### src/rtl/credit_link_tx.sv
// Sender end of a credit-flow-controlled link: buffers upstream flits and forwards
// one per cycle while the downstream FIFO is known to have a free slot.
module credit_link_tx #(
    parameter int CREDITS    = 5,
    parameter int DATA_WIDTH = 32,
    parameter int BUF_DEPTH  = 2
) (
    input  logic                       clk,
    input  logic                       reset,
    input  logic                       in_valid,
    output logic                       in_ready,
    input  logic [DATA_WIDTH-1:0]      in_data,
    output logic                       out_push,
    output logic [DATA_WIDTH-1:0]      out_data,
    input  logic                       credit_return,
    output logic [$clog2(CREDITS):0]   credits,
    output logic                       busy,
    output logic                       credit_err
);

    localparam int CW = $clog2(CREDITS) + 1;
    localparam int PW = (BUF_DEPTH > 1) ? $clog2(BUF_DEPTH) : 1;
    localparam int NW = $clog2(BUF_DEPTH + 1);

    logic [DATA_WIDTH-1:0] mem [BUF_DEPTH];
    logic [PW-1:0]         rd_ptr;
    logic [PW-1:0]         wr_ptr;
    logic [NW-1:0]         count;
    logic                  accept;
    logic                  send;
    logic                  over_return;
    logic [CW-1:0]         credits_next;

    // Pointers wrap explicitly so non-power-of-two depths index correctly.
    function automatic logic [PW-1:0] ptr_inc(input logic [PW-1:0] p);
        return (p == PW'(BUF_DEPTH - 1)) ? '0 : p + PW'(1);
    endfunction

    // Credit counter clamps at CREDITS; an extra return is flagged separately.
    function automatic logic [CW-1:0] credit_sat(input logic [CW-1:0] cur,
                                                  input logic dec, input logic inc);
        logic [CW-1:0] nxt;
        nxt = cur;
        if (dec && !inc)
            nxt = cur - CW'(1);
        else if (inc && !dec && cur != CW'(CREDITS))
            nxt = cur + CW'(1);
        return nxt;
    endfunction

    // Ready is held low while reset is asserted and rises as soon as it releases.
    assign in_ready     = reset && (count < NW'(BUF_DEPTH));
    assign accept       = in_valid && in_ready;
    assign send         = (count != '0) && (credits != '0);
    assign over_return  = credit_return && !send && (credits == CW'(CREDITS));
    assign credits_next = credit_sat(credits, send, credit_return);
    assign busy         = (count != '0) || (credits != CW'(CREDITS));

    always_ff @(posedge clk or negedge reset) begin
        if (!reset) begin
            rd_ptr     <= '0;
            wr_ptr     <= '0;
            count      <= '0;
            credits    <= CW'(CREDITS);
            credit_err <= 1'b0;
            out_push   <= 1'b0;
            out_data   <= '0;
        end else begin
            if (accept)
                wr_ptr <= ptr_inc(wr_ptr);
            if (send) begin
                rd_ptr   <= ptr_inc(rd_ptr);
                out_data <= mem[rd_ptr];
            end
            out_push <= send;
            count    <= count + NW'(accept) - NW'(send);
            credits  <= credits_next;
            if (over_return)
                credit_err <= 1'b1;
        end
    end

    // Flit storage carries no reset; validity is tracked by count alone.
    always_ff @(posedge clk) begin
        if (accept)
            mem[wr_ptr] <= in_data;
    end

endmodule

### config.mk
export PLATFORM = sky130hd
export DESIGN_NAME = credit_link_tx
export DESIGN_NICKNAME = d
export VERILOG_FILES = /design/src/rtl/credit_link_tx.sv
export SDC_FILE = /design/constraint.sdc
export NUM_CORES = 1
export LEC_CHECK = 0
export ABC_AREA = 1
export CAP_MARGIN = 20
export CORE_MARGIN = 5
export CORE_UTILIZATION = 55
export CTS_BUF_LIST = sky130_fd_sc_hd__clkbuf_4 sky130_fd_sc_hd__clkbuf_8 sky130_fd_sc_hd__clkbuf_16
export CTS_CLUSTER_DIAMETER = 100
export DETAILED_ROUTE_END_ITERATION = 7
export PLACE_DENSITY = 0.84
export SYNTH_ARGS = -nofsm -noshare
export SYNTH_HDL_FRONTEND = slang
export SYNTH_SLANG_ARGS = --single-unit
### constraint.sdc
create_clock -name clk -period 6.5 [get_ports clk]
set_input_delay 0.975 -clock clk [delete_from_list [all_inputs] [get_ports clk]]
set_output_delay 0.975 -clock clk [all_outputs]
set_load 0.005 [all_outputs]
Yosys cells after proc, flatten, opt, wreduce, memory -nomap -nowiden
Memory sizes are Yosys's and may differ from the RTL's. A register that Yosys moved wholly into a read port is not among the register bits.
Cells that the tools add are included.
- multipliers: 0
- mux-type cells: 6
- reductions and logical operators: 14
- div/mod/pow operators: 0
- shift operators: 0
- bitwise operators: 0
- magnitude comparators: 1
- equal/unequal tests: 2
- add/sub/neg operators: 6
- operators by type and width (cell ; count):
    $mux W4 ; 2
    $logic_and A1 B1 Y1 ; 7
    $add A4 B1 Y4 const B ; 1
    $eq A4 B3 Y1 const B ; 1
    $mux W1 ; 4
    $ne A4 B3 Y1 const B ; 1
    $reduce_bool A2 Y1 ; 2
    $reduce_bool A4 Y1 ; 1
    $sub A4 B1 Y4 const B ; 1
    $logic_not A1 Y1 ; 3
    $add A1 B1 Y1 const B ; 2
    $add A2 B1 Y2 ; 1
    $lt A2 B2 Y1 const B ; 1
    $sub A2 B1 Y2 ; 1
    $logic_or A1 B1 Y1 ; 1
- bits in latches: 0
- bits in read-only memories: 0
- bits in registers: 10
- output and inout bits: 40
- memories kept: 1
- logic and storage cells: 36
- memory bits (writable): 64
- memory list (memory ; depth ; bits a word ; read ports ; clocked after memory_dff ; wr ports ; line ; RTL):
    mem ; 2 ; 32 ; 1 ; 1 ; 1 ; 25 ; logic [DATA_WIDTH-1:0] mem [BUF_DEPTH];

Longest topological paths before layout
Gate-level depths: netlist of the first run.
- depth in word-level cells: 7
- mapped depth: 11

Worst setup path before layout of the first run
No wires, ideal clock.
- kind: in2reg
- from: input reset
- to: memory mem[0][0] (enable)
- path slack: 3.440 ns
- cell stages on the path: 4
- data required time: 6.079 ns
- arrival time: 2.639 ns
- buffers on the path: 0
- path through: inv_1 -> nor2_1 -> nand2_1 -> nor2_1
- longest elaborated chain between the ends: 4
- ends and longest elaborated chain (what ; line ; RTL):
    from (decl) ; 9 ; input logic reset,
    $logic_and A1 B1 Y1 ; 52 ; assign in_ready = reset && (count < NW'(BUF_DEPTH));
    via in_ready ; 11 ; output logic in_ready,
    $logic_and A1 B1 Y1 ; 53 ; assign accept = in_valid && in_ready;
    $mux W1 ; 85 ; if (accept)
    $mux W1 (implied by the code) ; 86 ; mem[wr_ptr] <= in_data;
    to (decl) ; 25 ;
The timed path passes the listed nets, and every way through them passes these cells.

Worst setup path after layout of the first run
- from: input reset
- to: output in_ready
- longest elaborated chain between the ends: 1
- ends and longest elaborated chain (what ; line):
    $logic_and A1 B1 Y1 ; 52
    to (decl) ; 11
No other way between the ends.

==> results of run 1 <==
==> layout by cell type, fill, tap and decap left out, drive strengths merged <==
cell	synthesis	final
clkdlybuf4s50	0	74
o21ai	3	3
a31oi	32	32
nand3	7	7
nor2	38	38
dfstp	2	2
clkinvlp	0	1
edfxtp	64	64
a31o	1	1
clkinv	0	4
dfrtp	40	40
buf	8	2
o211ai	1	1
nand4	2	2
xor2	5	5
nand2	80	80
ha	3	3
bufinv	0	2
clkbuf	6	9
inv	16	16
xnor2	2	2
==> through the flow <==
stage               utilization, %  cells
global route                  69.8    487
detailed placement            66.9    471
global placement              66.9    471
CTS                           69.8    487
finish                        69.8    487
floorplan                        -    310
==> worst max-delay path: stages <==
cell and delay (ps):
buf_2 70, buf_4 440, inv_1 100, nor2_1 130, clkdlybuf4s50_1 510
==> flip-flops by register name, summed over array words and instances (netlist names) <==
register    count
wr_ptr          1
out_data       32
credit_err      1
credits         4
count           2
rd_ptr          1
mem            64
out_push        1
==> per-layer routing <==
metal | vias to the layer above | track usage, %
met3 | 10 | 4.66
met4 | 0 | 7.93
li1 | 1210 | -
met5 | - | 0
met1 | 1218 | 22.6
met2 | 77 | 31.4
==> cell type report <==
cell class | count | area (um^2) | area share (%)
multi-input cells | 174 | 861 | 17.3
inverters | 16 | 60.1 | 1.21
flip-flops and latches | 106 | 2980 | 59.7
well taps | 99 | 124 | 2.49
repair buffers | 76 | 753 | 15.1
clock inverters | 7 | 83.8 | 1.68
clock buffers | 9 | 124 | 2.49
==> power by group <==
group	total, mW	internal (mW)	leakage (nW)	switching [mW]
Combinational	0.842	0.412	0.769	0.430
Clock	0.418	0.213	0.102	0.205
Sequential	1.05	0.911	1.06	0.137
Total	2.31	1.54	1.93	0.773
==> logic make-up after synthesis <==
group,count (synthesis)
and+or+nand+nor,127
DFF,106
AOI/OAI and AO/OA,37
buffers and inverters,30
xor gates and xnor gates,7
adders and majority gates,3
==> worst paths after layout <==
kind	cells past startpoint	startpoint	end
max in group asynchronous	2	reset	credits[0]
worst max-delay path	5	reset	in_ready
min in group asynchronous	2	reset	out_data[3]
worst max register to register	9	credits[0]	count[1]
worst min register to register	1	credit_err	credit_err
worst min-delay path	1	credit_err	credit_err
==> summary.txt, run 1 <==
STA
  • Worst setup margin: 3270 ps
  • Period utilization: 49.7%
  • RSZ-0062 raised after global routing: no
  • Tmin final: 3230 ps
  • Slew @ Worst Pin: ~1100 ps
  • Worst slew margin: between 20% and 30%
  • Final setup violation count: 0
  • Hold_ws: between 500 and 600 ps
  • Final Max Tran Viols: 0
  • Layout Skew: between 4 and 5 ps
  • Final hold violation count: 0
  • Fin Setup TNS: 0 ps
  • Fmax: 0.309 GHz

Setup path
  • Worst Path Arrival: 2260 ps
  • Required time worst endpoint: approximately 5500 ps
  • Crit Path Category: in2out
  • Max FO, Critical Path: 43
  • Worst Setup End Kind: output pin
  • Startpoint types: input pin
  • Flop2flop setup slack: 3950 ps

Routing
  • DR DRC count: 0
  • Vias post-DR: approximately 2.5k
  • Via/cell ratio: 5.16
  • Met2 WL: around 4000 um
  • DR top layer: met4
  • Metal-1 WL: around 3000 um
  • DRT iter0 DRCs: approximately 100
  • WL met3: slightly above 400 um
  • Total Routed Length: 7560 um
  • Post-route ant nets: 0
  • Wire length per cell: 15.5 um
  • Drt pass-1 iters: 4

Floorplanning
  • Chip width: about 95 um
  • Initial Util: 55.7%
  • Die extent in y: approximately 95 um
  • Die area: ~9000 um^2
  • Core Region: between 7000 and 8000 um^2
  • # rows: 31
  • Top Ports: 76

Synth
  • Post-synthesis xor/xnor area fraction: ~1.5%
  • Gate Count Post-Synth: 310
  • Warnings from Yosys: 0
  • Synth unique cells: 23
  • Largest family of logic cells by synthesized area: simple AND/OR/NAND/NOR gates
  • Syn_area_per_cell: 12.8 um^2
  • Share of synthesized registers carrying an async set or reset: 39.6%
  • Cell Area, Synth: between 3000 and 4000 um^2
  • Synth area leaders: edfxtp_1 (48%), dfrtp_1 (25%), nand2_1 (7.4%), a31oi_1 (5.0%), nor2_1 (3.4%)
  • Post-synth EDFFs: 64
  • Compound-Gate Fraction of Synth Area: under 10%
  • Top cell type by total area after synthesis: edfxtp_1
  • Seq cells post-synth: 106
  • Adder-Cell Fraction of Synth Area: less than 1%
  • Count leader, synth: nand2_1
  • Primary FF master, synth: edfxtp_1
  • Simple-gate share of the synthesized area: approximately an eighth
  • Top-area cell type share of the netlist area: between 40% and 50%
  • Seq/Total Area, Yosys: between 70 and 80%
  • Post-synth top cells: nand2_1 (78), edfxtp_1 (64), dfrtp_1 (40), nor2_1 (36), a31oi_1 (32)
  • Mapped Nets: ~350
  • Mux share of post-synthesis cell area: 0%

Placement
  • RePlAce Congestion: 0.870
  • Hpwl dp: ~4900 um
  • IO Port Bufs: 75
  • Dpl ws: about 3200 ps
  • Area after DPL: 4770 um^2

Job
  • Max-Cap Viols: 0

CTS
  • Setup Buffers After CTS: 0
  • CTS H-tree depth: 3
  • Post_cts resized: 0
  • TritonCTS Buffers: 9
  • CTS tree: yes
  • Max Root-Sink Buffers: 2
  • Worst-skew pair later-pin latency: between 300 and 400 ps
  • Clk sinks: 106
  • CTS root buffer: clkbuf_8
  • Post-CTS Hold Buffers: 0
  • CTS clk-pin slew, worst paths: 90 ps

Finish
  • Share of cells above drive strength 1: 6.70%
  • Final instance area: ~5000 um^2
  • Fill cell count: between 500 and 600
  • Final nets: 422
  • N_diodes: 0
  • Area Overhead vs Synth: 25.2%

Global route
  • Grt total ovfl: 0
  • Initial antenna violation count: 0
  • Largest net degree at the start of global routing: 68
  • Vias in the first global route: 2,534
  • All-Layer GR Usage: a little under a fifth
  • First-pass GRT wire length: 12,400 um

Pwr
  • Leak: 1.93 nW
  • Pwr/cell area: 463 nW/um^2
  • VDD IR-drop max: about 0.00022 V
  • Total Power: 2.31 mW

Hold path
  • Hold Path Class: reg2reg

Status
  • Outcome: completed
(Power assumes the default switching activity.)
==> run 2: changes to the inputs <==
Settings changed: CORE_UTILIZATION 55 to 46, PLACE_DENSITY 0.84 to 0.75.
Clock period 6.5 ns to 2.8 ns, I/O delays scaled along.
==> summary.txt, run 2 (synthesized netlist as in run 1, its figures left out) <==
Setup path
  • CP max stage delay: between 400 and 500 ps
  • Crit Path Category: reg2out
  • Worst Path Arrival: between 1500 and 2000 ps
  • Slowest-stage cell, CP: clkdlybuf4s50_1
  • Buffers & Inverters on Critical Path: 2
  • Worst Setup End Kind: output pin
  • Critical path's most frequent cell: nand3_1
  • Required time worst endpoint: about 2400 ps
  • Crit path max-delay family: buffers and inverters
  • Startpoint types: flop
  • Critical path, cell by cell: nor2_2 > nand3_1 > inv_1 > nand3_1 > clkdlybuf4s50_1
  • Max FO, Critical Path: 5

STA
  • Worst slew margin: between 60% and 70%
  • Fin Setup TNS: 0 ps
  • Layout Skew: around 13 ps
  • Tmin final: between 2000 and 2500 ps
  • Fmax: around 0.46 GHz
  • Final setup violation count: 0
  • Period utilization: 77.3%
  • Slew @ Worst Pin: ~560 ps
  • RSZ-0062 raised after global routing: no
  • Final hold violation count: 0
  • Final Max Tran Viols: 0
  • Worst setup margin: roughly 640 ps

CTS
  • TritonCTS Buffers: 9
  • Worst-skew pair later-pin latency: 360 ps
  • Post-CTS Hold Buffers: 0
  • CTS root buffer: clkbuf_8
  • CTS H-tree depth: 3
  • Clk sinks: approximately 110
  • CTS tree: yes
  • Setup Buffers After CTS: 0
  • Post_cts resized: 0
  • CTS clk-pin slew, worst paths: ~100 ps
  • Max Root-Sink Buffers: 2

Routing
  • WL met3: around 520 um
  • Post-route ant nets: 0
  • Total Routed Length: 7530 um
  • Met2 WL: 3740 um
  • DR DRC count: 0
  • DR top layer: met4
  • Via/cell ratio: slightly below 5
  • DRT iter0 DRCs: 103
  • Drt pass-1 iters: 4
  • Vias post-DR: between 2k and 2.5k
  • Wire length per cell: roughly 15 um
  • Metal-1 WL: ~3200 um

Finish
  • N_diodes: 0
  • Fill cell count: 677
  • Largest registers: mem: 64 flops, out_data: 32 flops, credits: 4 flops
  • Footprint of the multi-input gates: 861 um^2
  • Most common cell after layout, fill and taps aside: nand2_1
  • Storage cell area: between 2000 and 3000 um^2
  • Most frequent cells in the layout: nand2_1 (78), clkdlybuf4s50_1 (74), edfxtp_1 (64)
  • Most flop-heavy register: mem
  • Final core occ: roughly 58%
  • Final nets: around 430
  • Flip-flop count of the largest register after layout: 64
  • Share of cells above drive strength 1: 8.65%
  • Area Overhead vs Synth: 26.4%

Floorplanning
  • Core Region: around 8600 um^2
  • # rows: 34
  • Die area: between 10,000 and 15,000 um^2
  • Top Ports: 76
  • Die extent in y: around 100 um
  • Chip width: roughly 100 um
  • Initial Util: a little under half

Global route
  • Largest net degree at the start of global routing: 49
  • Grt total ovfl: 0
  • First-pass GRT wire length: 12,100 um
  • Vias in the first global route: around 2.5k
  • Initial antenna violation count: 0
  • All-Layer GR Usage: roughly 15%

Pwr
  • Switch share: 33.6%
  • Combinational power share: a little under two fifths
  • Int Power: between 3 and 4 mW
  • Leak: 1.96 nW
  • Clock power frac: 17.9%
  • VDD IR-drop max: 0.000455 V
  • Sw power: between 1.5 and 2 mW
  • Reg power frac: between 40% and 50%
  • Pwr/cell area: between 1000 and 1500 nW/um^2

Placement
  • Dpl ws: around 760 ps
  • RePlAce Congestion: 0.772
  • IO Port Bufs: 75
  • Hpwl dp: about 4800 um

Status
  • Outcome: completed

Job
  • Max-Cap Viols: 0

Hold path
  • Hold Path Class: in2async
run 2: cell count changes in the layout (fill, tap and decap cells not counted):
| cell | previous run | this run |
|---|---|---|
| bufinv_16 | 2 | 1 |
| clkinv_1 | 3 | 0 |
| buf_4 | 1 | 6 |
| clkbuf_8 | 9 | 10 |
| inv_6 | 0 | 1 |
| clkbuf_4 | 0 | 2 |
run 2: worst paths after layout:
path,slack [ps],startpoint,cells after the start,end
setup / recovery,640,credits[1],5,busy
hold / removal,190,reset,2,out_data[0]
setup reg to reg,830,credits[0],9,count[1]
hold reg to reg,490,credit_err,1,credit_err
max in group asynchronous,2210,reset,2,credits[0]
min in group clk,490,credit_err,1,credit_err
run 2: worst register-to-register path: stages (launching register included):
cell and delay [ps]:
dfstp_2 630, nor2_2 80, nand2_4 90, nand2_4 70
inv_2 260, ha_1 300, inv_1 60, ha_1 140
xnor2_1 130, xor2_1 150
run 2: power by group through the flow:
stage          clock (mW)  combinational [mW]  sequential [mW]
2_1_floorplan           0                1.23             2.37
3_3_place_gp            0                2.00             2.37
3_5_place_dp            0                2.06             2.39
4_1_cts             0.982                2.08             2.36
5_1_grt              1.04                2.33             2.40
6_report            0.956                2.04             2.35
run 2: final cells by class:
type	count	share of cell area, %
well taps	108	2.69
clock buffers	12	3.04
clock inverters	4	1.02
flip-flops and latches	106	59.2
multi-input cells	174	17.1
repair buffers	81	15.7
inverters	16	1.19
run 2: per-stage QoR:
| stage | cells | cell area, um^2 | power [mW] | hold slack [ps] |
|---|---|---|---|---|
| finish | 501 | 5030 | 5.35 | 186 |
| global route | 501 | 5030 | 5.77 | 234 |
| CTS | 501 | 5030 | 5.42 | 213 |
| detailed placement | 485 | 4820 | 4.45 | 473 |
| global placement | 485 | 4820 | 4.37 | 458 |
| floorplan | 310 | 3980 | 3.60 | 124 |
run 2: per-layer routing:
metal,global-route usage [%],vias up
met5,0,-
met4,4.78,0
met3,5.62,8
met2,25.5,81
met1,18.8,1187
li1,-,1216
==> run 3: changes to the inputs <==
Clock period 2.8 ns to 1.8 ns, I/O delays scaled along.
==> summary.txt, run 3 (synthesized netlist as in run 1, its figures left out) <==
Status
  • Outcome: completed

CTS
  • TritonCTS Buffers: 9
  • CTS tree: yes
  • CTS H-tree depth: 3
  • CTS clk-pin slew, worst paths: approximately 100 ps
  • Clk sinks: 106
  • CTS root buffer: clkbuf_8
  • Max Root-Sink Buffers: 2
  • Post-CTS Hold Buffers: 0
  • Worst-skew pair later-pin latency: approximately 360 ps

Finish
  • Final nets: 447
  • Largest registers: mem: 64 flops, out_data: 32 flops, credits: 4 flops
  • Most frequent cells in the layout: nand2_1 (78), clkdlybuf4s50_1 (71), edfxtp_1 (64)
  • Most flop-heavy register: mem
  • Non-Filler Instances: 521
  • Share of cells above drive strength 1: between 10% and 20%
  • Final instance area: ~5200 um^2
  • Area Overhead vs Synth: 31.2%
  • Most common cell after layout, fill and taps aside: nand2_1
  • N_diodes: 0
  • Flip-flop count of the largest register after layout: 64

Setup path
  • Crit path max-delay family: flip-flops
  • WP depth: 11
  • Critical path's most frequent cell: nand2_1
  • Flop2flop setup slack: around 45 ps
  • Crit Reg-Reg Startpoint: credits[2]
  • Worst Setup End Kind: flop
  • Startpoint types: flop
  • Slowest-stage cell, CP: dfstp_2
  • Required time worst endpoint: 2090 ps
  • Buffers & Inverters on Critical Path: 3
  • Crit Path Category: reg2reg
  • Worst Path Arrival: between 2000 and 2500 ps
  • Critical path, cell by cell: buf_6 > nor2_2 > nand2_4 > nand4_1 > nand2_1 > inv_2 > ha_1 > inv_1 > nand2_1 > xor2_1 > o21ai_1
  • Reg2reg end: credits[2]
  • CP max stage delay: between 500 and 600 ps
  • R2R cell count: 11
  • Max FO, Critical Path: 4

STA
  • Final hold violation count: 0
  • Fmax: 0.570 GHz
  • Slew @ Worst Pin: 549 ps
  • Tmin final: ~1800 ps
  • RSZ-0062 raised after global routing: yes
  • Period utilization: between 90 and 100%
  • Worst slew margin: a little under two thirds
  • Layout Skew: 13.1 ps
  • Final setup violation count: 0
  • Final Max Tran Viols: 0

Pwr
  • Leak: 2.07 nW
  • Pwr/cell area: approximately 1700 nW/um^2
  • VDD IR-drop max: 0.000648 V

Placement
  • RePlAce Congestion: approximately 0.77
  • IO Port Bufs: 75
  • Area after DPL: just under 5000 um^2
  • Placed cell count: 494
  • Hpwl dp: roughly 5200 um

Floorplanning
  • Core Region: about 8600 um^2
  • Die area: 10,600 um^2
  • Chip width: about 100 um
  • # rows: 34
  • Initial Util: between 40% and 50%
  • Die extent in y: roughly 100 um
  • Top Ports: 76

Global route
  • Vias in the first global route: between 2k and 3k
  • First-pass GRT wire length: approximately 12,000 um
  • Grt total ovfl: 0
  • Largest net degree at the start of global routing: 67
  • All-Layer GR Usage: between 10% and 20%
  • Initial antenna violation count: 0

Routing
  • Vias post-DR: roughly 2.6k
  • Drt pass-1 iters: 4
  • DRT iter0 DRCs: 118
  • DR DRC count: 0
  • Wire length per cell: 15.7 um
  • Post-route ant nets: 0
  • Total Routed Length: approximately 8200 um
  • Via/cell ratio: 5.01

Hold path
  • Hold Path Class: in2async

Job
  • Max-Cap Viols: 0
## run 3: cell types whose count changed in the layout (fill, tap and decap cells not counted), sizes merged, moves of 2 or more
| cell | change |
|---|---|
| buf | +19 |
| clkbuf | -2 |
| clkdlybuf4s50 | -3 |
| clkinv | +3 |
| dlygate4sd2 | +3 |
| inv | +2 |
## run 3: timing repair
action	4_1_cts	5_1_grt
buffers inserted	3	7
pin swaps	1	4
gates cloned	0	1
gates resized for setup	5	7
setup endpoints to repair	1	5
## run 3: how the worst max path moves through the flow
stage | to | from
CTS | credits[2] | credits[2]
global route | credits[2] | credits[2]
finish | credits[2] | credits[2]
floorplan | mem[0][0] | count[1]
detailed placement | credits[2] | credit_return
global placement | credits[2] | credit_return
## run 3: routing by layer
metal / GRT usage [%] / up-vias / share of wire, %
li1: - / 1267 / -
met1: 18.2 / 1265 / 41
met2: 26.9 / 65 / 53
met3: 3.99 / 12 / 5.0
met4: 6.27 / 0 / 1.7
met5: 0 / - / 0
## run 3: worst reg2reg max path: stages, from the launching register on
cell	delay [ps]
dfstp_2	570
buf_6	120
nor2_2	40
nand2_4	90
nand4_1	120
nand2_1	100
inv_2	50
ha_1	170
inv_1	60
nand2_1	60
xor2_1	160
o21ai_1	150
## run 3: power by group
group          internal [mW]  total [mW]  switching, mW
clock network          0.515        1.32          0.805
registers               3.28        3.62          0.333
logic                   1.91        3.83           1.92
total                   5.71        8.76           3.06
## run 3: through the flow
| step | worst slack, ps | setup TNS (ps) | total power, mW | hold slack (ps) | util (%) |
|---|---|---|---|---|---|
| 3_5_place_dp | -85.1 | -85.1 | 7.11 | 425 | 57.2 |
| 2_1_floorplan | -130 | -8410 | 5.61 | -25.6 | - |
| 4_1_cts | 7.42 | 0 | 8.49 | 31.0 | 59.6 |
| 5_1_grt | -50.5 | -107 | 9.40 | 47.0 | 60.7 |
| 6_report | 44.9 | 0 | 8.76 | 14.1 | 60.7 |
| 3_3_place_gp | 28.6 | 0 | 6.97 | 423 | 57.2 |
## run 3: cell type report
class                           count  area (um^2)
Sequential cell                   106         2980
Tap cell                          108          135
Timing Repair Buffer              101          987
Clock buffer                        9          124
Inverter                           16         65.1
Clock inverter                      7         51.3
Multi-Input combinational cell    174          881
Fill cell                         696         3370
